File: src/rtl/prog_mem.sv
// Program memory: clears itself to FILL after reset, accepts a streamed program in LOAD,
// and serves single-cycle-latency instruction fetches in RUN.
module prog_mem #(
    parameter int unsigned       DATA_W = 8,
    parameter int unsigned       ADDR_W = 8,
    parameter int unsigned       DEPTH  = 256,
    parameter logic [DATA_W-1:0] FILL   = '0
) (
    input  logic              clk,
    input  logic              rst_n,
    input  logic              load_start,
    input  logic              load_end,
    input  logic              ld_valid,
    input  logic [DATA_W-1:0] ld_data,
    output logic              ld_ready,
    output logic [ADDR_W:0]   ld_count,
    input  logic              fetch_req,
    input  logic [ADDR_W-1:0] fetch_addr,
    output logic              fetch_valid,
    output logic [DATA_W-1:0] fetch_instr,
    output logic              fetch_err,
    output logic              busy
);

    localparam int unsigned     IdxW    = (DEPTH > 1) ? $clog2(DEPTH) : 1;
    localparam logic [IdxW-1:0] LastIdx = IdxW'(DEPTH - 1);
    localparam logic [ADDR_W:0] LastPtr = (ADDR_W + 1)'(DEPTH - 1);
    localparam logic [ADDR_W:0] DepthC  = (ADDR_W + 1)'(DEPTH);

    typedef enum logic [1:0] {StClear, StRun, StLoad} state_e;

    state_e            state_q, state_d;
    logic [IdxW-1:0]   clr_ptr_q, clr_ptr_d;
    // One bit wider than the address so a full load reaches DEPTH without wrapping.
    logic [ADDR_W:0]   ptr_q, ptr_d;

    logic [DATA_W-1:0] mem [DEPTH];
    logic              we;
    logic [IdxW-1:0]   waddr;
    logic [DATA_W-1:0] wdata;

    logic              fetch_ok;
    logic              in_range;
    logic [DATA_W-1:0] rd_word;
    logic              fetch_valid_q;
    logic [DATA_W-1:0] fetch_instr_q;
    logic              fetch_err_q;

    always_comb begin
        state_d   = state_q;
        clr_ptr_d = clr_ptr_q;
        ptr_d     = ptr_q;
        we        = 1'b0;
        waddr     = clr_ptr_q;
        wdata     = FILL;
        unique case (state_q)
            StClear: begin
                we = 1'b1;
                if (clr_ptr_q == LastIdx) begin
                    state_d   = StRun;
                    clr_ptr_d = '0;
                end else begin
                    clr_ptr_d = clr_ptr_q + 1'b1;
                end
            end
            StRun: begin
                if (load_start) begin
                    state_d = StLoad;
                    ptr_d   = '0;
                end
            end
            StLoad: begin
                if (ld_valid) begin
                    we    = 1'b1;
                    waddr = ptr_q[IdxW-1:0];
                    wdata = ld_data;
                    ptr_d = ptr_q + 1'b1;
                    if (ptr_q == LastPtr) begin
                        state_d = StRun;
                    end
                end
                if (load_end) begin
                    state_d = StRun;
                end
            end
            default: state_d = StClear;
        endcase
    end

    always_ff @(posedge clk or negedge rst_n) begin
        if (!rst_n) begin
            state_q   <= StClear;
            clr_ptr_q <= '0;
            ptr_q     <= '0;
        end else begin
            state_q   <= state_d;
            clr_ptr_q <= clr_ptr_d;
            ptr_q     <= ptr_d;
        end
    end

    // Storage is deliberately not reset; StClear does the initialisation.
    always_ff @(posedge clk) begin
        if (we) begin
            mem[waddr] <= wdata;
        end
    end

    assign fetch_ok = (state_q == StRun) && fetch_req;
    assign in_range = ({1'b0, fetch_addr} < DepthC);

    always_comb begin
        rd_word = FILL;
        if (in_range) begin
            rd_word = mem[fetch_addr[IdxW-1:0]];
        end
    end

    always_ff @(posedge clk or negedge rst_n) begin
        if (!rst_n) begin
            fetch_valid_q <= 1'b0;
            fetch_instr_q <= FILL;
            fetch_err_q   <= 1'b0;
        end else begin
            fetch_valid_q <= fetch_ok;
            if (fetch_ok) begin
                fetch_instr_q <= rd_word;
                fetch_err_q   <= !in_range;
            end
        end
    end

    assign fetch_valid = fetch_valid_q;
    assign fetch_instr = fetch_instr_q;
    assign fetch_err   = fetch_err_q;
    assign ld_count    = ptr_q;
    assign ld_ready    = (state_q == StLoad);
    assign busy        = (state_q != StRun);

endmodule
File: config.mk
export PLATFORM = sky130hd
export DESIGN_NAME = prog_mem
export DESIGN_NICKNAME = d
export VERILOG_FILES = /design/src/rtl/prog_mem.sv
export SDC_FILE = /design/constraint.sdc
export NUM_CORES = 2
export LEC_CHECK = 0
export CAP_MARGIN = 20
export CORE_MARGIN = 2
export CORE_UTILIZATION = 35
export CTS_BUF_LIST = sky130_fd_sc_hd__clkbuf_8 sky130_fd_sc_hd__clkbuf_16
export CTS_CLUSTER_SIZE = 25
export DETAILED_ROUTE_END_ITERATION = 10
export GPL_ROUTABILITY_DRIVEN = 1
export HOLD_SLACK_MARGIN = 0.02
export PLACE_DENSITY = 0.46
export SLEW_MARGIN = 20
export SYNTH_ARGS = -nofsm -noshare
export SYNTH_HDL_FRONTEND = slang
export SYNTH_SLANG_ARGS = --single-unit
File: constraint.sdc
create_clock -name clk -period 8.7 [get_ports clk]
set_input_delay 0.87 -clock clk [delete_from_list [all_inputs] [get_ports clk]]
set_output_delay 0.87 -clock clk [all_outputs]
set_load 0.02 [all_outputs]
# Word level (Yosys, flattened, before mapping)
# Memory sizes are Yosys's and may differ from the RTL's. A register that Yosys moved wholly into a read port is not among the register bits.
# Index checks and enable logic that the tools add are counted.
[word_totals]
in_bits = 22
elab_cells = 41
ramBits = 2048
out_inout_bits = 21
n_memories = 1
register_bits = 20
[mem_list]
columns = ["memory", "words", "word_bits", "rd", "rd_ports_with_merged_regs", "write_ports", "line", "source"]
rows = [
  ["mem", 256, 8, 1, 1, 1, "37", "logic [DATA_W-1:0] mem [DEPTH];"],
]
[classes]
mux = 18
n_addsub = 2
n_eq_ne = 10
n_reduce_logical = 6
[op_table]
columns = ["op", "count"]
rows = [
  ["two-way mux 8 bit", 5],
  ["two-way mux 9 bit", 2],
  ["one-hot mux 9 bit (2 select lines)", 1],
  ["two-way mux 2 bit", 5],
  ["adder 9 x 1 -> 9 bit, second input constant", 1],
  ["equality test 9 x 8 -> 1 bit, second input constant", 1],
  ["adder 8 x 1 -> 8 bit, second input constant", 1],
  ["equality test 8 bit, second input constant", 1],
  ["inequality test 2 bit, second input constant", 3],
  ["one-hot mux 2 bit (3 select lines)", 1],
  ["AND reduction 4 bit", 1],
  ["two-way mux 1 bit", 3],
  ["inequality test 3 x 2 -> 1 bit, second input constant", 1],
  ["inequality test 3 bit, second input constant", 1],
  ["AND reduction 3 bit", 1],
  ["equality test 2 x 1 -> 1 bit, second input constant", 1],
  ["equality test 2 bit, second input constant", 1],
  ["logical NOT 2 bit", 1],
  ["inequality test 2 x 1 -> 1 bit, second input constant", 1],
  ["one-hot mux 1 bit (2 select lines)", 1],
  ["nonzero test 2 bit", 1],
  ["logical AND 1 bit", 1],
  ["logical NOT 1 bit", 1],
]

# Longest topological paths before layout
[depth]
word_depth = 5
ltp_mapped = 12
ltp_nobuf = 8

# Worst setup path before layout
# No wires, ideal clock.
[synth_timing]
path_kind = "input port to flip-flop"
from = "input ld_valid"
to = "memory mem[0][6] (data pin)"
required_ns = 7.825
setup_ns = 0.875
arrival_time_ns = 4.425
n_path_buf = 1
stages = 2
setup_slack_ns = 3.401
cell_sequence = "clkbuf_1 > and3_1"
[synth_via]
elab_chain_cells = 2
[synth_rtl]
columns = ["item", "line", "source"]
rows = [
  ["start: declaration", "13", "input logic ld_valid,"],
  ["two-way mux 8 bit", "73", "if (ld_valid) begin"],
  ["two-way mux 8 bit", "56", "unique case (state_q)"],
  ["via wdata[6]", "40", "logic [DATA_W-1:0] wdata;"],
  ["end: declaration", "37", ""],
]
# The timed path passes the listed nets, and every way through them passes these cells.

# Final worst setup path
[layout_timing]
from = "register state_q[1]"
to = "memory mem[190][4], enable pin"
[layout_via]
elab_chain_cells = 4
elab_cells_between_ends = 6
classes_between = "1 x eq/ne; 4 x mux; 1 x reduce/logical"
[layout_rtl]
columns = ["item", "line", "source"]
rows = [
  ["start: declaration", "32", "state_e state_q, state_d;"],
  ["start signal: assignment", "92", "state_q <= StClear;"],
  ["start signal: assignment", "96", "state_q <= state_d;"],
  ["equality test 2 bit / logical NOT 2 bit (equally long branches)", "56", ""],
  ["one-hot mux 1 bit (2 select lines)", "56", ""],
  ["two-way mux 1 bit", "104", "if (we) begin"],
  ["two-way mux 1 bit (implied by the code)", "105", "mem[waddr] <= wdata;"],
]
# Several ways; a longest one is shown, not always the timed one.

==> impl_metrics.ini <==
[power_and_ir_drop]
clkPwrFrac_pct = 39.5
seq_power_share_pct = 51.1
p_sw_uw = 5660
pwr-share-comb_pct = 9.4
p_per_area_nw_per_um2 = 244
power.internal_uw = 16800
leakagePower_uw = 0.0295
swShare_pct = 25.2
peakVddDrop_mv = 0.207

[clock_tree]
ctsResizeCount = 0
cts_buffers = 219
hold_buffers = 0
cts_tree = yes
clock_sinks = 2076
worstSkewPairLatency_ns = 0.86
clk_pin_slew_ns = 0.06
clockRootBuffer = clkbuf_16
cts_setup_buffers = 0
htreeDepth = 4
clock_path_buffers = 3

[synthesis]
syn-num-nets = 4226
synthCells = 4201
ys_seq_area_share_pct = 76.0
synthAdderAreaFrac_pct = 0.0458
yosys.area_share.simple_pct = 3.00
ys.flop_type = edfxtp_1
synth_top_family_by_area = multiplexers
synth_warnings = 0
synth_area_per_cell_sq_um = 19.5
yosys_register_bits = 2076
synth_edf_count = 2048
synthMuxAreaShare_pct = 13.8
synth_cell_type_count = 75
synth-xor-area-share_pct = 0.0963
ys_async_sr_fraction_pct = 1.35
synth_compound_area_share_pct = 4.65
synthesis.area_sq_um = 81900

[worst_setup_path]
rr_startpoint = state_q[1]
worstPathMaxFanout = 17
cp_slowest_stage_delay_ns = 0.97
path_delay_family = simple AND/OR/NAND/NOR gates
startpoint_type = flop
critPathSlowestCell = nand3_1
worstSetupEndpointType = flop
worstPathBufferInverterCount = 2
crit_arrival_ns = 4.99
worstPathRequired_ns = 9.16
worstSetupPathType = flop to flop
cp_cell_sequence = nor2b_1, buf_4, and2_1, nand3b_1, nand2_1, nand3_1, buf_4, nor2_1
cp_common_cell = buf_4
critPathLaunch = state_q[1]

[outcome]
status = finished, final reports clean

[placed_design]
place.gp.congestion = 0.791
placed_area_sq_um = 85200
io_buffers = 41
dp.final_hpwl_microns = 145000
dpl.cell_count = 7137

[global_routing]
grt_max_degree = 163
grt_pass1_vias = 41500
gr-total-overflow = 0
grt_pass1_wl_microns = 333000
grt.total_usage_pct = 19.8
antenna_found_initial = 10

[timing]
finalHoldViolations = 0
finalMaxSlewViolations = 0
post-route-min-period_ns = 4.53
relSlewSlack_pct = 14.0
period_share_pct = 52.1
rsz0062_at_grt = no
finalSetupViolCount = 0
skew_ns = 0.0326
max_freq_mhz = 221
tns_ns = 0
worst_pin_slew_ns = 1.29

[die]
floorplan.initialDensity_pct = 35.2
die_w_microns = 488
pin_count = 43
num_rows = 177
coreArea_sq_um = 233000
dieArea_sq_um = 238000
die_y_microns = 488

[finish]
nNetsFinal = 4340
final_cell_area_sq_um = 92000
drive_above_1_share_pct = 16.9
area_growth_pct = 12.3
finalNonFillerCells = 7550

[drt]
antenna_left = 0
totalWireLength_microns = 237000
vias_per_cell = 5.47
first_pass_iters = 5
drc_errors = 0
drt_iter0_markers = 3791
routedWlPerCell_microns = 31.4
via_count = 41300

[job]
cap_violations = 0

[min_path]
hold_path.class = input pin to async pin
## kinds of logic (layout without fill, tap and decap cells)
logic type / count (synthesis) / in the layout
adder cells (fa/ha/maj): 3 / 3
XOR/XNOR: 9 / 9
other: 1 / 4
flip-flops: 2076 / 2076
AO/OA/AOI/OAI: 538 / 538
multiplexers: 744 / 744
AND/OR/NAND/NOR: 565 / 565
buffers and inverters: 265 / 568
## power groups by stage
stage               sequential, uW  combinational [uW]  clock (uW)
finish                       11500                2120        8860
global route                 11500                2230        9430
CTS                          11500                2160        9050
detailed placement           11700                2150           0
global placement             11700                2140           0
floorplan                    11700                1080           0
## synth_stat cells (21+ instances only)
cell type / instances / area [sq um]
a221oi_1: 52 / 455
nor2_1: 290 / 1090
o22ai_1: 139 / 870
nand2_1: 135 / 507
edfxtp_1: 2048 / 61500
mux4_2: 299 / 6730
o21ai_0: 66 / 330
a2111oi_0: 22 / 193
buf_4: 30 / 225
nand3_1: 41 / 205
o221ai_1: 55 / 482
nand3b_1: 21 / 158
dfrtp_1: 28 / 701
buf_6: 53 / 597
buf_2: 38 / 190
clkbuf_1: 91 / 342
a21oi_1: 74 / 370
mux2i_1: 434 / 4340
a211oi_1: 53 / 398
## worst reg2reg max path, stage by stage (launching register included)
cell and delay (ns):
dfrtp_1 0.44, nor2b_1 0.22, buf_4 0.22, and2_1 0.58, nand3b_1 0.14, nand2_1 0.25
nand3_1 0.97, buf_4 0.59, nor2_1 0.72
## through the flow
stage / util [%] / total power [uW] / hold WS [ns] / worst slack (ns)
6_report: 39.6 / 22500 / 0.222 / 4.17
2_1_floorplan: - / 12800 / 0.516 / 3.40
3_5_place_dp: 36.6 / 13800 / 0.562 / 3.55
5_1_grt: 39.6 / 23100 / 0.216 / 4.01
4_1_cts: 39.6 / 22700 / 0.162 / 4.30
3_3_place_gp: 36.6 / 13800 / 0.561 / 3.18
## placed cells by master (no fill, tap or decap), types with 9 or more instances in the layout
cell	Yosys	final
edfxtp_1	2048	2048
mux2i_1	434	434
mux4_2	299	299
nor2_1	290	288
clkbuf_16	0	221
o22ai_1	139	139
nand2_1	135	135
buf_4	30	96
a21oi_1	74	74
o21ai_0	66	65
inv_1	5	63
o221ai_1	55	55
a211oi_1	53	53
clkinv_1	0	53
a221oi_1	52	51
clkinv_2	0	41
nand3_1	41	40
clkdlybuf4s50_1	0	36
dfrtp_1	28	28
nand3b_1	21	21
a2111oi_0	22	21
nor3_1	19	19
buf_12	19	12
bufinv_16	0	10
a22oi_1	9	9
a211o_1	9	9
## sequential cells by signal, indices dropped and copies added, names as in the netlist
signal       cells
clr_ptr_q        8
fetch_instr      8
ld_count         9
state_q          2
fetch_valid      1
mem           2048
## final timing paths
| check | cells after the start | end | slack (ns) |
|---|---|---|---|
| worst max register to register | 8 | mem[190][4] | 4.17 |
| max in group asynchronous | 1 | fetch_instr[3] | 7.79 |
| worst min register to register | 1 | clr_ptr_q[6] | 0.58 |
| worst max-delay path | 8 | mem[190][4] | 4.17 |
| min in group clk | 1 | clr_ptr_q[6] | 0.58 |
| worst min-delay path | 1 | ld_count[8] | 0.22 |
## area by class of cell
class / instances / area (sq um)
Sequential cell: 2076 / 62200
Fill cell: 20900 / 141000
Clock inverter: 182 / 1170
Clock buffer: 228 / 5630
Tap cell: 3043 / 3810
Antenna cell: 3 / 7.51
Timing Repair Buffer: 150 / 1390
Multi-Input combinational cell: 1860 / 17700
Inverter: 8 / 35.0
## layer usage
metal | up-vias | track usage, % | part of all wire, %
met5 | - | 0 | 0.0055
met4 | 2 | 5.14 | 2.3
met3 | 264 | 2.72 | 5.0
met2 | 1219 | 31.7 | 48
met1 | 22200 | 28.5 | 45
li1 | 17600 | - | -
No activity file was read; power rests on OpenSTA's default activity.
